**src/rtl/thee_lpf_pkg.sv**
```systemverilog
// Shared types and helpers for the time-multiplexed moving-average filter.
package thee_lpf_pkg;

  typedef enum logic [1:0] {
    IDLE  = 2'd0,
    LOAD  = 2'd1,
    ACCUM = 2'd2,
    OUT   = 2'd3
  } lpf_state_t;

  // Accumulator width: summing TAPS samples of DW bits needs log2(TAPS) headroom bits.
  function automatic int acc_width(input int dw, input int taps);
    return dw + $clog2(taps);
  endfunction

  // True for powers of two that are at least 2.
  function automatic bit is_pow2(input int v);
    return (v >= 2) && ((v & (v - 1)) == 0);
  endfunction

endpackage

```
**src/rtl/thee_rr_arbiter.sv**
```systemverilog
// Combinational round-robin search: first requester after the last grant, wrapping.
module thee_rr_arbiter #(
  parameter int NCH = 4,
  localparam int IW = $clog2(NCH)
) (
  input  logic [NCH-1:0] req_i,
  input  logic [IW-1:0]  last_i,
  output logic [NCH-1:0] gnt_o,
  output logic [IW-1:0]  idx_o,
  output logic           any_o
);

  logic [IW-1:0] cand;
  logic          found;

  // Walk the channels starting one past the last grant; the first active request wins.
  always_comb begin
    gnt_o = '0;
    idx_o = '0;
    found = 1'b0;
    cand  = '0;
    for (int off = 1; off <= NCH; off++) begin
      cand = IW'((int'(last_i) + off) % NCH);
      if (!found && req_i[cand]) begin
        found       = 1'b1;
        gnt_o[cand] = 1'b1;
        idx_o       = cand;
      end
    end
    any_o = found;
  end

endmodule

```
**src/rtl/thee_lpf_channel_scheduler.sv**
```systemverilog
// Shares one moving-average accumulator between NCH channels, each with its own
// TAPS-deep circular history; results leave over a valid/ready port tagged by channel.
module thee_lpf_channel_scheduler
  import thee_lpf_pkg::*;
#(
  parameter int NCH  = 4,
  parameter int TAPS = 4,
  parameter int DW   = 16
) (
  input  logic                    clk,
  input  logic                    rst,
  input  logic [NCH-1:0]          req_valid,
  input  logic [NCH*DW-1:0]       req_data,
  output logic [NCH-1:0]          req_ready,
  input  logic                    flush,
  output logic                    out_valid,
  input  logic                    out_ready,
  output logic [$clog2(NCH)-1:0]  out_chan,
  output logic signed [DW-1:0]    out_data,
  output logic                    busy
);

  localparam int IW = $clog2(NCH);
  localparam int TW = $clog2(TAPS);
  localparam int AW = acc_width(DW, TAPS);

  if (!is_pow2(TAPS)) begin : g_chk_taps
    $error("TAPS must be a power of two and at least 2");
  end
  if (NCH < 2) begin : g_chk_nch
    $error("NCH must be at least 2");
  end

  lpf_state_t state_q, state_d;

  logic [IW-1:0]        last_q;
  logic [IW-1:0]        g_q;
  logic signed [DW-1:0] sample_q;
  logic [TW-1:0]        wp_q   [NCH];
  logic signed [DW-1:0] hist_q [NCH][TAPS];
  logic signed [AW-1:0] acc_q;
  logic [TW-1:0]        k_q;
  logic signed [DW-1:0] out_data_q;
  logic [IW-1:0]        out_chan_q;
  logic                 out_valid_q;
  logic                 flush_pending_q;

  logic [NCH-1:0]       gnt;
  logic [IW-1:0]        gnt_idx;
  logic                 gnt_any;
  logic                 flush_now;
  logic                 handshake;
  logic                 last_tap;
  logic signed [DW-1:0] tap_val;
  logic signed [AW-1:0] acc_sum;
  logic signed [AW-1:0] acc_shift;

  thee_rr_arbiter #(.NCH(NCH)) u_arb (
    .req_i  (req_valid),
    .last_i (last_q),
    .gnt_o  (gnt),
    .idx_o  (gnt_idx),
    .any_o  (gnt_any)
  );

  assign flush_now = flush || flush_pending_q;
  assign handshake = (state_q == IDLE) && !flush_now && gnt_any && !rst;
  assign last_tap  = (k_q == TW'(TAPS - 1));
  assign tap_val   = hist_q[g_q][k_q];
  assign acc_sum   = acc_q + $signed({{TW{tap_val[DW-1]}}, tap_val});
  assign acc_shift = acc_sum >>> TW;

  assign busy      = (state_q != IDLE);
  assign out_valid = out_valid_q;
  assign out_chan  = out_chan_q;
  assign out_data  = out_data_q;

  // Next-state and grant decode; grants only in IDLE when no flush is due.
  always_comb begin
    state_d   = state_q;
    req_ready = '0;
    case (state_q)
      IDLE: begin
        if (!flush_now && !rst) begin
          req_ready = gnt;
          if (gnt_any) state_d = LOAD;
        end
      end
      LOAD:    state_d = ACCUM;
      ACCUM:   if (last_tap) state_d = OUT;
      OUT:     if (out_ready) state_d = IDLE;
      default: state_d = IDLE;
    endcase
  end

  // State register, history storage, accumulator and output registers.
  always_ff @(posedge clk) begin
    if (rst) begin
      state_q         <= IDLE;
      last_q          <= IW'(NCH - 1);
      g_q             <= '0;
      sample_q        <= '0;
      acc_q           <= '0;
      k_q             <= '0;
      out_data_q      <= '0;
      out_chan_q      <= '0;
      out_valid_q     <= 1'b0;
      flush_pending_q <= 1'b0;
      for (int c = 0; c < NCH; c++) begin
        wp_q[c] <= '0;
        for (int t = 0; t < TAPS; t++) hist_q[c][t] <= '0;
      end
    end else begin
      state_q <= state_d;
      // A flush arriving mid-transaction waits until the result has been delivered.
      if (state_q != IDLE && flush) flush_pending_q <= 1'b1;
      case (state_q)
        IDLE: begin
          if (flush_now) begin
            flush_pending_q <= 1'b0;
            for (int c = 0; c < NCH; c++) begin
              wp_q[c] <= '0;
              for (int t = 0; t < TAPS; t++) hist_q[c][t] <= '0;
            end
          end else if (handshake) begin
            sample_q <= req_data[gnt_idx*DW +: DW];
            g_q      <= gnt_idx;
            last_q   <= gnt_idx;
          end
        end
        LOAD: begin
          hist_q[g_q][wp_q[g_q]] <= sample_q;
          wp_q[g_q]              <= wp_q[g_q] + TW'(1);
          acc_q                  <= '0;
          k_q                    <= '0;
        end
        ACCUM: begin
          acc_q <= acc_sum;
          k_q   <= k_q + TW'(1);
          if (last_tap) begin
            out_data_q  <= acc_shift[DW-1:0];
            out_chan_q  <= g_q;
            out_valid_q <= 1'b1;
          end
        end
        OUT: begin
          if (out_ready) out_valid_q <= 1'b0;
        end
        default: ;
      endcase
    end
  end

endmodule
```
**config.mk**
```make
export PLATFORM = sky130hd
export DESIGN_NAME = thee_lpf_channel_scheduler
export DESIGN_NICKNAME = d
export VERILOG_FILES = /design/src/rtl/thee_lpf_pkg.sv /design/src/rtl/thee_rr_arbiter.sv /design/src/rtl/thee_lpf_channel_scheduler.sv
export SDC_FILE = /design/constraint.sdc
export NUM_CORES = 1
export LEC_CHECK = 0
export CAP_MARGIN = 25
export CELL_PAD_IN_SITES_DETAIL_PLACEMENT = 2
export CELL_PAD_IN_SITES_GLOBAL_PLACEMENT = 2
export CORE_AREA = 2 2 191 193
export CTS_CLUSTER_DIAMETER = 120
export DETAILED_ROUTE_END_ITERATION = 12
export DIE_AREA = 0 0 193 195
export PLACE_DENSITY_LB_ADDON = 0.1
export SYNTH_ARGS = -nofsm -noshare
export SYNTH_HDL_FRONTEND = slang
export SYNTH_SLANG_ARGS = --single-unit
```
**constraint.sdc**
```tcl
create_clock -name clk -period 6.5 [get_ports clk]
set_input_delay 0.65 -clock clk [delete_from_list [all_inputs] [get_ports clk]]
set_output_delay 0.65 -clock clk [all_outputs]
set_load 0.03 [all_outputs]
```
==> run metrics, run 1 <==
final wirelength=53,900 um; fin util=53.3%; sequential cell area=0.00921 mm^2; R2R setup slack=1.87 ns; DR vias/cell=6.36; post-placement cell count=1,715; fmax=0.202 GHz; Ports=96; Slowest-stage cell, CP=dfxtp_1; CTS Sinks=328; Reg clk slew, reported paths=0.05 ns; initial antenna violation count=0; initial drt markers=849; Resize count post-CTS=0; DIE AREA=0.0376 mm^2; first-pass GRT wire length=80,900 um; crit path max fanout=18; vias post-DR=11,348; Avg WL per Cell=30.2 um; Worst Setup SP=last_q[0]$_SDFFE_PP1P_; RD Place Congestion=0.805; post-synth net total=1,351; fin nets=1,402; routed wl met2=27,000 um; peak supply drop=0.000230 V; max layer used=met4; sequential area share after synthesis=56.9%; FP Rows=69; unrepaired setup endpoints after global routing=false; Met3 Wirelength=3210 um; most common cell after layout, fill and taps aside=edfxtp_1; most frequent cells in the layout=264 x edfxtp_1, 259 x and3_1, 94 x clkdlybuf4s50_1, 86 x mux4_2, 75 x nand2_1; Worst-Margin Slew=0.998 ns; FILL cells=3,380; vias in the first global route=12,501; Post-Synthesis Cells=1,244; Initial Util=45.8%; final max-slew violation count=0; remaining global-route overflow=0; gr usage total=29.3%; endpoint type of the worst setup path=output pin; M1 wire length=21,300 um; CTS Buf Count=38; Tcrit/Tclk final=76.1%; status=finished, final reports clean; Worst Hold Class=flop to flop; R2R depth=12; Remaining DRCs=0; die width=193 um; Slew HR=33.0%; Netlist Area Pre-Place=0.0162 mm^2; Post-DP HPWL=33,800 um; largest net degree at the start of global routing=71; Post-CTS Hold Fix Bufs=0; Power Density=393 mW/mm^2; fin cells=1,785; crit path launch type=flop; IO buf count=95; final non-filler cell area=0.0189 mm^2; ys async rst share=0%; P&R area growth vs syn=16.5%; DR pass1 iterations=5; Die H=195 um; final count of hold timing violations=0; max incr delay on CP=0.77 ns; mean area per synthesized cell=13.0 um^2; Synthesis Warnings=0; CTS Buffer Depth=3; Setup-failing EPs final=0; placed cell area=0.0176 mm^2; worst-path cell chain=inv_1, ha_1, mux4_2, or2_4, nor2b_4, a221oi_1, nor2_1, clkdlybuf4s50_1; post-route ant nets=0; WP data required=5.85 ns; Clock Skew=0.0220 ns; core area=0.0354 mm^2; Worst Path Class, Setup=flop to output pin; H-tree levels=2; LEAKAGE=8.01 nW; worst r2r dst=out_data[12]$_SDFFE_PP0P_; diode count=0; Setup crit end=req_ready[0]; dominant register cell in the synthesized netlist=edfxtp_1; Worst-Skew Late Latency=0.54 ns; Clock Root Buffer=clkbuf_16; #FFs+latches synth=328; Post-CTS Setup Inserts=0; Multi-input gate area=0.00639 mm^2; WP data arrival=4.30 ns; CTS tree=built; max_cap viols=0; Post-synth EDFFs=264; library cells used by synthesis=55; proportion of layout cells with a drive suffix above 1=14.4%; Fin Setup TNS=0 ns; minimum clock period=4.95 ns
==> state kept, by name (all words and copies together), names as in the netlist, 8 cells and up, named ones only <==
| register | flops |
|---|---|
| hist_q | 256 |
| acc_q | 18 |
| out_data | 16 |
| sample_q | 16 |
| wp_q | 8 |
==> worst min-delay path by stage <==
stage,from,endpoint,cells after the start
detailed placement,out_data[4]$_SDFFE_PP0P_,out_data[4]$_SDFFE_PP0P_,2
CTS,out_data[4]$_SDFFE_PP0P_,out_data[4]$_SDFFE_PP0P_,2
global placement,out_data[7]$_SDFFE_PP0P_,out_data[7]$_SDFFE_PP0P_,2
floorplan,acc_q[6]$_SDFFE_PP0P_,acc_q[6]$_SDFFE_PP0P_,2
finish,out_data[4]$_SDFFE_PP0P_,out_data[4]$_SDFFE_PP0P_,2
global route,out_data[2]$_SDFFE_PP0P_,out_data[2]$_SDFFE_PP0P_,2
==> Yosys cell counts, drive strengths merged, types with 2 or more instances <==
master / instances / area (um^2)
edfxtp: 264 / 7930
and3: 260 / 1630
clkbuf: 98 / 369
mux4: 86 / 1940
nand2: 75 / 282
dfxtp: 64 / 1280
nor2: 41 / 154
mux2i: 36 / 360
ha: 34 / 425
a21oi: 29 / 145
inv: 26 / 97.6
a21o: 25 / 188
o21ai: 24 / 120
buf: 23 / 158
nand3: 21 / 105
nor3: 19 / 106
o22ai: 17 / 106
a22oi: 12 / 90.1
nor2b: 10 / 70.1
and2: 8 / 50.1
a221oi: 7 / 61.3
o21a: 7 / 52.6
xnor2: 6 / 52.6
nand4: 5 / 31.3
o311ai: 5 / 43.8
o32ai: 5 / 62.6
nand2b: 4 / 25.0
or2: 4 / 30.0
nor4: 3 / 18.8
o211ai: 3 / 22.5
or3: 3 / 18.8
a21boi: 2 / 15.0
a311o: 2 / 20.0
o211a: 2 / 20.0
o221ai: 2 / 17.5
or4: 2 / 15.0
==> metrics by stage <==
step	hold slack [ns]	setup slack, ns	power (mW)
CTS	0.463	1.48	7.43
global route	0.485	1.20	7.69
finish	0.458	1.55	7.41
floorplan	0.457	2.48	4.36
detailed placement	0.455	1.95	5.29
global placement	0.447	2.13	5.09
==> critical path: cells and delay by family (launching register included) <==
kind            cells  cell delay [ns]
mux                 1             0.68
compound gates      1             0.11
flops               1             0.77
fa+ha+maj           1             0.60
simple gates        3             0.66
buf+inv             2             0.96
==> metal layers <==
layer  vias to the layer above  track usage, %
li1                       4881               -
met3                       124            4.12
met1                      5893            37.3
met5                         -               0
met2                       450            49.9
met4                         0            12.3
==> where the power goes <==
part | internal (mW) | switching, mW | total, mW
clock | 1.25 | 0.850 | 2.10
sequential | 2.80 | 0.431 | 3.23
combinational | 0.772 | 1.30 | 2.07
total | 4.83 | 2.58 | 7.41
==> cells by family after synthesis <==
kind of cell / Yosys count / synth area share (%)
AND/OR/NAND/NOR: 456 / 15.7
flip-flops: 328 / 56.9
multiplexers: 122 / 14.2
buffers and inverters: 147 / 3.85
XOR/XNOR: 7 / 0.379
AO/OA/AOI/OAI: 149 / 6.30
adder cells (fa/ha/maj): 35 / 2.75
==> layout make-up <==
cell class                 count  share of cell area, %
inverter                      26                  0.517
clock inverter                11                  0.564
multi-input combinational    769                   33.9
timing repair buffer         132                   7.27
tap                          461                   3.06
clock buffer                  58                   5.87
sequential                   328                   48.8
Power figures use the tool's default switching activity.
==> run 2, diff against run 1 <==
Settings changed: CORE_AREA 2 2 191 193 to 2 2 210 212, DIE_AREA 0 0 193 195 to 0 0 212 214.
Clock period 6.5 ns to 4.2 ns, I/O delays scaled along.
==> run metrics, run 2 (synthesis results as in run 1) <==
status=finished, final reports clean; CTS Buf Count=39 (+2.6%); DP Worst Slack=0.120 ns (-1.83 ns); Remaining DRCs=0 (unchanged); P&R area growth vs syn=18.2%; Top reg by flops=hist_q; diode count=0 (unchanged); Power Density=593 mW/mm^2 (+51%); FILL cells=4,238 (+25%); gr usage total=23.3% (-6.0 points); max_cap viols=0 (unchanged); H-tree levels=2 (unchanged); final count of hold timing violations=0 (unchanged); Die H=214 um (+9.7%); Worst-Skew Late Latency=0.58 ns (+0.04 ns); worst setup margin=0.215 ns (-1.34 ns); Tcrit/Tclk final=94.9%; RD Place Congestion=0.773 (-4.0%); final max-slew violation count=0 (unchanged); core area=0.0429 mm^2 (+21%); largest net degree at the start of global routing=69 (-2.8%); Worst Path Class, Setup=flop to flop; fin nets=1,424 (+1.6%); DIE AREA=0.0454 mm^2 (+21%); peak supply drop=0.000258 V (+12%); vias post-DR=11,075 (-2.4%); final wirelength=51,900 um (-3.8%); Clock Root Buffer=clkbuf_16; Post-DP HPWL=34,200 um (+1.4%); Worst Hold Class=input port to flop; die width=212 um (+9.8%); Multi-input gate area=0.00641 mm^2 (+0.29%); worst r2r dst=out_data[12]$_SDFFE_PP0P_; Top Registers=hist_q x256, acc_q x18; initial drt markers=746 (-12%); most frequent cells in the layout=264 x edfxtp_1, 259 x and3_1, 94 x clkdlybuf4s50_1, 86 x mux4_2, 75 x nand2_1; DR vias/cell=5.73 (-9.8%); Slowest-stage cell, CP=mux4_2; LEAKAGE=8.08 nW (+0.83%); Clock Skew=0.0316 ns (+0.00963 ns); minimum clock period=3.98 ns; proportion of layout cells with a drive suffix above 1=16.0% (+1.6 points); max reg flops=256 (unchanged); Fin Setup TNS=0 ns (unchanged); Setup-failing EPs final=0 (unchanged); R2R setup slack=0.22 ns (-1.65 ns); crit path launch type=flop; initial antenna violation count=0 (unchanged); most common cell after layout, fill and taps aside=edfxtp_1; R2R depth=11 (-1); remaining global-route overflow=0 (unchanged); WP data required=4.71 ns (-1.14 ns); vias in the first global route=12,036 (-3.7%); Avg WL per Cell=26.9 um (-11%); CTS Buffer Depth=3 (unchanged); max incr delay on CP=0.58 ns (-0.19 ns); DR pass1 iterations=4 (-1); post-route ant nets=0 (unchanged); crit path max fanout=24 (+6); WP data arrival=4.49 ns (+0.19 ns); Slew HR=46.6% (+14 points); CTS Sinks=328 (unchanged); Initial Util=37.8% (-8.0 points); FP Rows=76 (+10%); IO buf count=95 (unchanged); worst-path cell chain=buf_12, mux4_2, mux4_2, ha_1, a21o_1, a21o_1, a21oi_1, nor2b_1, a311oi_2, or4_1, nand3_1; endpoint type of the worst setup path=flop; Ports=96 (unchanged); Reg clk slew, reported paths=0.06 ns (about the same); CTS tree=built; Endpoint, Worst Hold=last_q[1]$_SDFFE_PP1P_; unrepaired setup endpoints after global routing=false; fmax=0.251 GHz; worst hold path startpoint=rst; sequential cell area=0.00921 mm^2 (unchanged); Worst-Margin Slew=0.799 ns (-0.199 ns); hold path cells=2 (unchanged); first-pass GRT wire length=78,200 um (-3.3%)
-- run 2: through the flow --
step | total power, mW | hold slack [ns] | cell area [um^2] | instances | util [%]
finish | 11.3 | 0.168 | 19100 | 1932 | 44.6
global route | 11.9 | 0.173 | 19100 | 1932 | 44.6
CTS | 11.5 | 0.156 | 19100 | 1932 | 44.6
detailed placement | 8.26 | 0.453 | 18000 | 1861 | 41.9
global placement | 8.13 | 0.442 | 18000 | 1861 | 41.9
floorplan | 6.75 | 0.457 | 16200 | 1244 | -
-- run 2: area by class of cell --
| cell class | count | share of cell area, % |
|---|---|---|
| well taps | 585 | 3.82 |
| clock inverters | 20 | 0.647 |
| flip-flops and latches | 328 | 48.1 |
| multi-input cells | 769 | 33.5 |
| clock buffers | 51 | 5.49 |
| inverters | 26 | 0.510 |
| repair buffers | 153 | 7.93 |
-- run 2: report_power, final --
part	switching, mW	internal [mW]	total [mW]
clock network	1.39	1.78	3.17
logic	2.02	1.24	3.25
registers	0.591	4.33	4.92
-- run 2: layer usage --
layer  up-vias  global-route usage [%]  wire (um)
met5         -                       0          0
met4         0                    5.45       1040
met3        64                    3.81       2290
met2       274                    39.0      25600
met1      5804                    31.5      23000
li1       4933                       -          -
-- run 2: worst max-delay path: cells and delay by family, from the launching register on --
family	cells	cell delay [ns]
mux	2	1.11
simple gates	3	0.90
compound gates	4	0.75
flops	1	0.50
fa+ha+maj	1	0.37
buf+inv	1	0.27
-- run 2: repair_timing --
item                       4_1_cts  5_1_grt
setup buffers                    0        0
setup endpoints to repair        0        5
hold buffers                     0        0
resized for setup                0        2
-- run 2: worst max-delay path by stage --
stage,to,slack (ns),startpoint,depth (start not counted)
floorplan,out_data[12]$_SDFFE_PP0P_,0.18,flop,14
global placement,out_data[12]$_SDFFE_PP0P_,0.16,flop,14
detailed placement,out_data[12]$_SDFFE_PP0P_,0.12,flop,14
CTS,out_data[14]$_SDFFE_PP0P_,0.07,flop,12
global route,out_data[12]$_SDFFE_PP0P_,0.006,flop,14
finish,out_data[12]$_SDFFE_PP0P_,0.22,flop,11
==> run 3, diff against run 2 <==
Settings changed: CAP_MARGIN 25 to 5.
==> results of run 3 <==
Final layout, timing and power as in run 2 (identical DEF).
